<file path="config.mk">
export PLATFORM = sky130hd
export DESIGN_NAME = md5_group_sequencer
export DESIGN_NICKNAME = d
export VERILOG_FILES = /design/src/rtl/md5_group_sequencer.sv
export SDC_FILE = /design/constraint.sdc
export NUM_CORES = 1
export LEC_CHECK = 0
export BUFFER_PORTS_ARGS = -buffer_cell sky130_fd_sc_hd__buf_2
export CAP_MARGIN = 20
export CORE_UTILIZATION = 24
export CTS_CLUSTER_DIAMETER = 30
export DETAILED_ROUTE_END_ITERATION = 12
export PLACE_DENSITY = 0.55
export SETUP_SLACK_MARGIN = 0.1
export SKIP_LAST_GASP = 1
export SLEW_MARGIN = 15
export SYNTH_ARGS = -nofsm -noshare
export SYNTH_HDL_FRONTEND = slang
export SYNTH_SLANG_ARGS = --single-unit
</file>
<file path="constraint.sdc">
create_clock -name clk_clk -period 4.1 [get_ports clk_clk]
set_clock_uncertainty 0.1 [all_clocks]
set_input_delay 1.23 -clock clk_clk [delete_from_list [all_inputs] [get_ports clk_clk]]
set_output_delay 1.23 -clock clk_clk [all_outputs]
set_load 0.005 [all_outputs]
</file>
<file path="src/rtl/md5_group_sequencer.sv">
// md5_group_sequencer: services HPS message slots one at a time. Each slot's
// 16 message words are fetched into core_block, the MD5 core is launched,
// and the 128-bit digest is written back as four 32-bit words.
module md5_group_sequencer #(
    parameter int NUM_SLOTS  = 8,
    parameter int RD_LATENCY = 1,
    parameter int TIMEOUT    = 1024
) (
    input  logic         clk_clk,
    input  logic         reset_reset_n,
    input  logic [31:0]  md5_start,
    input  logic [31:0]  md5_reset,
    output logic [31:0]  md5_done,
    output logic [6:0]   md5_readaddr,
    input  logic [31:0]  md5_readdata,
    output logic         md5_wr,
    output logic [8:0]   md5_writeaddr,
    output logic [31:0]  md5_writedata,
    output logic [511:0] core_block,
    output logic         core_start,
    input  logic         core_done,
    input  logic [127:0] core_digest
);

    localparam int unsigned TW = (TIMEOUT > 1) ? $clog2(TIMEOUT) : 1;
    localparam logic [4:0]    FETCH_LAST = 5'(15 + RD_LATENCY);
    localparam logic [4:0]    CAP_FIRST  = 5'(RD_LATENCY);
    localparam logic [TW-1:0] TMO_LAST   = TW'(TIMEOUT - 1);

    typedef enum logic [2:0] {IDLE, FETCH, LAUNCH, WAIT, STORE} state_t;

    state_t               state, state_d;
    logic [2:0]           slot, slot_d;
    logic [4:0]           fcnt, fcnt_d;
    logic [TW-1:0]        tcnt, tcnt_d;
    logic [1:0]           scnt, scnt_d;
    logic [127:0]         digest, digest_d;
    logic [NUM_SLOTS-1:0] done_r, done_d;
    logic                 err, err_d;
    logic [6:0]           readaddr_d;
    logic                 wr_d;
    logic [8:0]           writeaddr_d;
    logic [31:0]          writedata_d;
    logic [511:0]         block_d;
    logic                 cstart_d;

    logic [NUM_SLOTS-1:0] start_v, pend, slot_mask;
    logic [2:0]           sel;
    logic                 found;
    logic                 go_store;
    logic                 unused_ok;

    assign start_v   = md5_start[NUM_SLOTS-1:0];
    assign md5_done  = {err, {(31 - NUM_SLOTS){1'b0}}, done_r};
    assign unused_ok = ^{md5_reset[31:1], md5_start};

    // Registers: FSM state plus every output and datapath register
    always_ff @(posedge clk_clk or negedge reset_reset_n) begin
        if (!reset_reset_n) begin
            state         <= IDLE;
            slot          <= '0;
            fcnt          <= '0;
            tcnt          <= '0;
            scnt          <= '0;
            digest        <= '0;
            done_r        <= '0;
            err           <= 1'b0;
            md5_readaddr  <= '0;
            md5_wr        <= 1'b0;
            md5_writeaddr <= '0;
            md5_writedata <= '0;
            core_block    <= '0;
            core_start    <= 1'b0;
        end else begin
            state         <= state_d;
            slot          <= slot_d;
            fcnt          <= fcnt_d;
            tcnt          <= tcnt_d;
            scnt          <= scnt_d;
            digest        <= digest_d;
            done_r        <= done_d;
            err           <= err_d;
            md5_readaddr  <= readaddr_d;
            md5_wr        <= wr_d;
            md5_writeaddr <= writeaddr_d;
            md5_writedata <= writedata_d;
            core_block    <= block_d;
            core_start    <= cstart_d;
        end
    end

    // Next-state and next-output logic; soft reset overrides everything last
    always_comb begin
        state_d     = state;
        slot_d      = slot;
        fcnt_d      = fcnt;
        tcnt_d      = tcnt;
        scnt_d      = scnt;
        digest_d    = digest;
        err_d       = err;
        readaddr_d  = md5_readaddr;
        wr_d        = md5_wr;
        writeaddr_d = md5_writeaddr;
        writedata_d = md5_writedata;
        block_d     = core_block;
        cstart_d    = core_start;
        go_store    = 1'b0;
        sel         = '0;
        found       = 1'b0;
        slot_mask   = '0;

        pend = start_v & ~done_r;
        for (int unsigned i = 0; i < NUM_SLOTS; i++) begin
            if (pend[i] && !found) begin
                sel   = 3'(i);
                found = 1'b1;
            end
            slot_mask[i] = (slot == 3'(i));
        end

        // A withdrawn request drops its done flag in every state
        done_d = done_r & start_v;

        case (state)
            IDLE: begin
                if (found && !md5_reset[0]) begin
                    state_d    = FETCH;
                    slot_d     = sel;
                    fcnt_d     = '0;
                    readaddr_d = {sel, 4'b0000};
                end
            end
            FETCH: begin
                if (fcnt < 5'd15) begin
                    readaddr_d = md5_readaddr + 7'd1;
                end
                // Words shift in from the top so word 0 ends up in bits [31:0]
                if (fcnt >= CAP_FIRST) begin
                    block_d = {md5_readdata, core_block[511:32]};
                end
                if (fcnt == FETCH_LAST) begin
                    state_d  = LAUNCH;
                    cstart_d = 1'b1;
                end else begin
                    fcnt_d = fcnt + 5'd1;
                end
            end
            LAUNCH: begin
                cstart_d = 1'b0;
                state_d  = WAIT;
                tcnt_d   = '0;
            end
            WAIT: begin
                if (core_done) begin
                    digest_d    = core_digest;
                    writedata_d = core_digest[31:0];
                    go_store    = 1'b1;
                end else if (tcnt == TMO_LAST) begin
                    digest_d    = '1;
                    writedata_d = '1;
                    err_d       = 1'b1;
                    go_store    = 1'b1;
                end else begin
                    tcnt_d = tcnt + 1'b1;
                end
                if (go_store) begin
                    state_d     = STORE;
                    wr_d        = 1'b1;
                    writeaddr_d = {4'b0000, slot, 2'b00};
                    scnt_d      = '0;
                end
            end
            STORE: begin
                if (scnt == 2'd3) begin
                    wr_d    = 1'b0;
                    state_d = IDLE;
                    done_d  = done_d | (slot_mask & start_v);
                end else begin
                    // Digest shifts down so the next word is always in [63:32]
                    scnt_d      = scnt + 2'd1;
                    writeaddr_d = md5_writeaddr + 9'd1;
                    writedata_d = digest[63:32];
                    digest_d    = {32'h0, digest[127:32]};
                end
            end
            default: state_d = IDLE;
        endcase

        if (md5_reset[0]) begin
            state_d  = IDLE;
            done_d   = '0;
            err_d    = 1'b0;
            wr_d     = 1'b0;
            cstart_d = 1'b0;
        end
    end

endmodule
</file>
# Word-level counts from Yosys, hierarchy flattened
# Index checks and enable logic that the tools add are counted.
dict set report classes {
  add_sub_neg 5
  order_cmp 2
  eq_ne 27
  muxes 61
  bitwise_logic 5
  reduce_logical 36
}
# cell n
set op_table {}
lappend op_table {{two-way mux 128 bit} 3}
lappend op_table {{one-hot mux 128 bit (2 select lines)} 1}
lappend op_table {{two-way mux 32 bit} 3}
lappend op_table {{one-hot mux 32 bit (2 select lines)} 1}
lappend op_table {{two-way mux 3 bit} 10}
lappend op_table {{bitwise AND 8 bit} 3}
lappend op_table {{two-way mux 8 bit} 3}
lappend op_table {{two-way mux 1 bit} 21}
lappend op_table {{AND reduction 3 bit} 7}
lappend op_table {{two-way mux 10 bit} 2}
lappend op_table {{one-hot mux 10 bit (2 select lines)} 1}
lappend op_table {{two-way mux 9 bit} 2}
lappend op_table {{one-hot mux 9 bit (2 select lines)} 1}
lappend op_table {{!= test 2 bit (second input constant)} 8}
lappend op_table {{equality test 3 bit (second input constant)} 5}
lappend op_table {{!= test 3 bit (second input constant)} 5}
lappend op_table {{one-hot mux 3 bit (5 select lines)} 1}
lappend op_table {{two-way mux 7 bit} 2}
lappend op_table {{one-hot mux 7 bit (2 select lines)} 1}
lappend op_table {{equality test 3 x 2 -> 1 bit (second input constant)} 4}
lappend op_table {{adder 10 x 1 -> 10 bit (second input constant)} 1}
lappend op_table {{equality test 10 bit (second input constant)} 1}
lappend op_table {{two-way mux 5 bit} 2}
lappend op_table {{one-hot mux 5 bit (2 select lines)} 1}
lappend op_table {{21 further kinds} 47}
dict set report totals {
  reg_bits 722
  inputBits 227
  out_inout_bits 594
  elab_cells 150
}

# Logic depth before layout (Yosys ltp)
dict set report logic_depth {
  ltp_word 28
  depth_mapped 9
  ltp_nobuf 6
}

# Least setup slack after synthesis
# Ideal clock, no wire load.
dict set report synth_timing {
  kind {input to register}
  from {in md5_reset[0]}
  to {reg md5_readaddr[4]}
  setup_ns 0.122
  t_arrival_ns 2.275
  t_required_ns 3.878
  slack_ns 1.603
  cell_stages 4
  cell_sequence {nor4_1 > o21ai_1 > a22o_1 > a32o_1}
}
dict set report synth_via {
  elab_chain_len 4
}
# item line_no
set synth_lines {}
lappend synth_lines {{from (decl)} 12} ;# input logic [31:0] md5_reset,
lappend synth_lines {{zero test 1 bit} 126} ;# if (found && !md5_reset[0]) begin
lappend synth_lines {{logical AND 1 bit} 126}
lappend synth_lines {{!= test 2 bit (no line)} -}
lappend synth_lines {{AND reduction 3 bit (no line)} -}
lappend synth_lines {{to (signal assigned)} 83} ;# md5_readaddr <= readaddr_d;
lappend synth_lines {{to (decl)} 14} ;# output logic [6:0] md5_readaddr,
# Every way passes these cells.
# A chain may end at the register's enable or synchronous reset.

# Worst setup path after layout
dict set report layout_timing {
  from {reg core_block[346]}
  to {out core_block[346]}
}
# item line_no
set layout_rtl {}
lappend layout_rtl {{from (decl)} 19} ;# output logic [511:0] core_block,
lappend layout_rtl {{from (signal assigned)} 87} ;# core_block <= block_d;
# No word-level cell between the ends.

==> summary.md <==
| Metric | Value |
|---|---|
| Outcome | complete, no violations |
| Die area | roughly 120,000 um^2 |
| Synthesized flop and latch total | 690 |
| Slack of the worst reg-to-reg path | ~1.2 ns |
| Nets@finish | 3,148 |
| Reg clk slew, reported paths | around 0.040 ns |
| Slew headroom | 37.35% |
| Critical path endpoint category | output port |
| Critical path fanouts, max | 3 |
| Largest stage delay on the critical path | between 0.6 and 0.7 ns |
| Routed len/inst | 19.36 um |
| Number of buffer and inverter instances along the worst setup path | 1 |
| EDFF count, synth | 0 |
| Least-Margin Pin Slew | 0.9367 ns |
| Setup repair after global routing missed its margin | no |
| Most instantiated flip-flop cell in the synthesis netlist | sky130_fd_sc_hd__dfrtp_1 |
| Total Neg Setup Slack | 0 ns |
| Hold buffer count at CTS | 0 |
| Number of antenna violations at the first check in global routing | 19 |
| Final wirelength | ~90,000 um |
| Synth unique cells | 51 |
| Path class of the lowest-slack min-delay path | register to register |
| Hold path depth | 1 |
| Worst endpoint required time | 2.77 ns |
| Total of warnings raised by yosys | 0 |
| GRT Util Overall | between 10 and 15% |
| Final setup violating endpoints | 0 |
| Post-synthesis instance area | 28,200 um^2 |
| Root cell of the clock tree | sky130_fd_sc_hd__clkbuf_16 |
| Post-detail-place hpwl | around 64,000 um |
| FP Rows | 125 |
| Pre-Repair DR Iteration Count | 5 |
| Number of maximum-capacitance violations | 0 |
| Cell area power density | roughly 880 nW/um^2 |
| Starting DRT DRC Count | 956 |
| Final Max Slew Viols | 0 |
| Worst setup margin | ~1.1 ns |
| Die span in x | between 300 and 400 um |
| Hold-critical path endpoint | core_block[23] |
| Final standard cell utilization of the core | between 30 and 40% |
| Maximum operating frequency | 336.3 MHz |
| Routed vias | between 15,000 and 20,000 |
| Synthesized area per cell | 13.38 um^2 |
| Final weighted congestion in routability-driven placement | around 0.83 |
| Critical path launch point type | register |
| Critical register-to-register path startpoint | state[0] |
| Count of port buffers added during placement | 742 |
| Destination of the worst register-to-register timing path | core_block[353] |
| Wire length of the first global-routing pass | between 100,000 and 150,000 um |
| Period minus WS final | 2.973 ns |
| Chain of cells forming the critical path | buf_2 |
| Placement Setup Slack | between 1 and 1.5 ns |
| Synth Instances | ~2,100 |
| FFs w/ async S/R, synth | between 90% and 100% |
| Initial cell density of the core | between 20% and 30% |
| Resized cells post-CTS | 0 |
| Number of top-level pins | 821 |
| Number of nets with antenna violations after routing | 0 |
| Number of vias per cell | 4.314 |
| Cell with the most instances after synthesis | sky130_fd_sc_hd__dfrtp_1 |
| Number of hold-slack violations in the final timing report | 0 |
| Residual overflow from global routing | 0 |
| Largest buffer count on any clock path | 3 |
| Worst Hold Launch | core_block[23] |
| Final clock period utilization by the worst path | a little over 70% |
| Largest delay share family, worst path | flip-flops |
| Clock buffer count from CTS | 177 |
| Post-synth top cells | sky130_fd_sc_hd__dfrtp_1 (690), sky130_fd_sc_hd__mux2_1 (480), sky130_fd_sc_hd__o21ai_0 (176), sky130_fd_sc_hd__nand2_1 (153), sky130_fd_sc_hd__nor2_1 (119) |
| H-tree level count | 4 |
| Library cell with the largest summed area after synthesis | sky130_fd_sc_hd__dfrtp_1 |
| Worst EP arrival | between 1.5 and 2 ns |
| Placeable Area | about 120,000 um^2 |
| Register-to-Register Path Depth | 5 |
| Via count of the first global-routing pass | about 20,000 |
| Maximum number of pins on one net before global-route repair | 129 |
| Clk_lat worst skew | 0.77 ns |
| Setup Buffers After CTS | 0 |
| Share of final-layout standard cells stronger than drive strength 1 | a little under two fifths |
| Number of sinks driven by the clock tree | a little under 700 |
| Post-synthesis sequential area ratio | 61.23% |
| Clock tree from TritonCTS | yes |
| CP max-delay cell | sky130_fd_sc_hd__dfrtp_1 |
| Filler instances | 11,620 |
| Number of DRC violations after detailed routing | 0 |
| Leakage power | roughly 19 nW |
| Cells taking the most area after synthesis | sky130_fd_sc_hd__dfrtp_1 (61%), sky130_fd_sc_hd__mux2_1 (19%), sky130_fd_sc_hd__o21ai_0 (3.1%), sky130_fd_sc_hd__buf_8 (2.3%), sky130_fd_sc_hd__a31oi_1 (2.3%) |
| Maximum ir drop on the vdd rail | roughly 0.53 mV |
| Area growth, synth to finish | 40.03% |
| Worst Setup Path Type | register to output port |
| Height of the die | 344.8 um |
| Top cell type's share of synthesized area | 61.23% |
| Post-route worst hold slack | approximately 0.37 ns |
==> per-layer routing <==
| layer | up-vias | global-route usage (%) | part of all wire [%] |
|---|---|---|---|
| met4 | 2 | 7.113 | 3.3 |
| met5 | - | 0 | 0.019 |
| met1 | 9979 | 18.95 | 45 |
| met3 | 144 | 4.194 | 5.9 |
| li1 | 9113 | - | - |
| met2 | 632 | 21.79 | 46 |
==> kinds of logic (layout without fill, tap and decap cells) <==
logic type	Yosys count	count (layout)	share of synthesized area [%]
buffers and inverters	199	1136	5.550
xor gates and xnor gates	13	13	0.4037
muxes	513	513	20.48
DFF	690	690	61.23
adders and majority gates	7	7	0.3106
and+or+nand+nor	355	355	5.422
other	1	39	0.01330
AOI/OAI and AO/OA	329	329	6.593
==> flip-flops by register name, indices dropped and copies added (netlist names) <==
register	cells
digest	97
md5_writeaddr	9
core_start	1
fcnt	5
md5_writedata	31
scnt	2
md5_readaddr	7
md5_wr	1
state	3
err	1
done_r	8
slot	3
tcnt	10
core_block	512
==> metrics by stage <==
step / area, um^2 / power (mW) / std cells
CTS: 39450 / 35.41 / 4590
global placement: 33030 / 20.40 / 4259
detailed placement: 33030 / 20.62 / 4259
floorplan: 28280 / 16.11 / 2129
global route: 39470 / 36.82 / 4600
finish: 39490 / 34.90 / 4606
==> layout by cell type, fill, tap and decap left out, drive strengths merged, types with 7 or more instances in the layout <==
cell type	count
a21oi	24
a31oi	103
buf	796
bufinv	24
clkbuf	231
clkinv	55
clkinvlp	15
conb	23
dfrtp	690
diode	16
ha	7
inv	15
mux2	512
nand2	153
nand2b	7
nand3	25
nor2	119
nor3	10
nor3b	9
o21ai	179
xnor2	9
==> report_power, final <==
part / internal, mW / leakage, nW / total, mW / switching [mW]
clock network: 10.1 / 3.12 / 14.5 / 4.43
logic: 4.06 / 7.44 / 8.05 / 3.99
registers: 9.84 / 8.55 / 12.3 / 2.48
total: 24.0 / 19.1 / 34.9 / 10.9
==> final cells by class <==
class | count | area (um^2) | area share [%]
Antenna cell | 16 | 40.04 | 0.1014
Clock buffer | 231 | 5006 | 12.68
Clock inverter | 100 | 1415 | 3.584
Inverter | 9 | 33.78 | 0.08555
Multi-Input combinational cell | 1240 | 9467 | 23.97
Sequential cell | 690 | 17270 | 43.72
Tap cell | 1524 | 1907 | 4.829
Timing Repair Buffer | 796 | 4354 | 11.03
==> worst max-delay path by stage <==
stage | startpoint | end | slack [ns] | cells past startpoint
final | core_block[346] | core_block[346] | 1.13 | 1
after global routing | state[0] | core_block[458] | 1.0 | 5
after CTS | core_block[346] | core_block[346] | 1.02 | 1
after detailed placement | md5_reset[0] | md5_readaddr[4] | 1.12 | 6
after global placement | md5_reset[0] | md5_readaddr[4] | 1.11 | 6
after floorplan | md5_reset[0] | md5_readaddr[4] | 1.60 | 4
(Power assumes the default switching activity.)
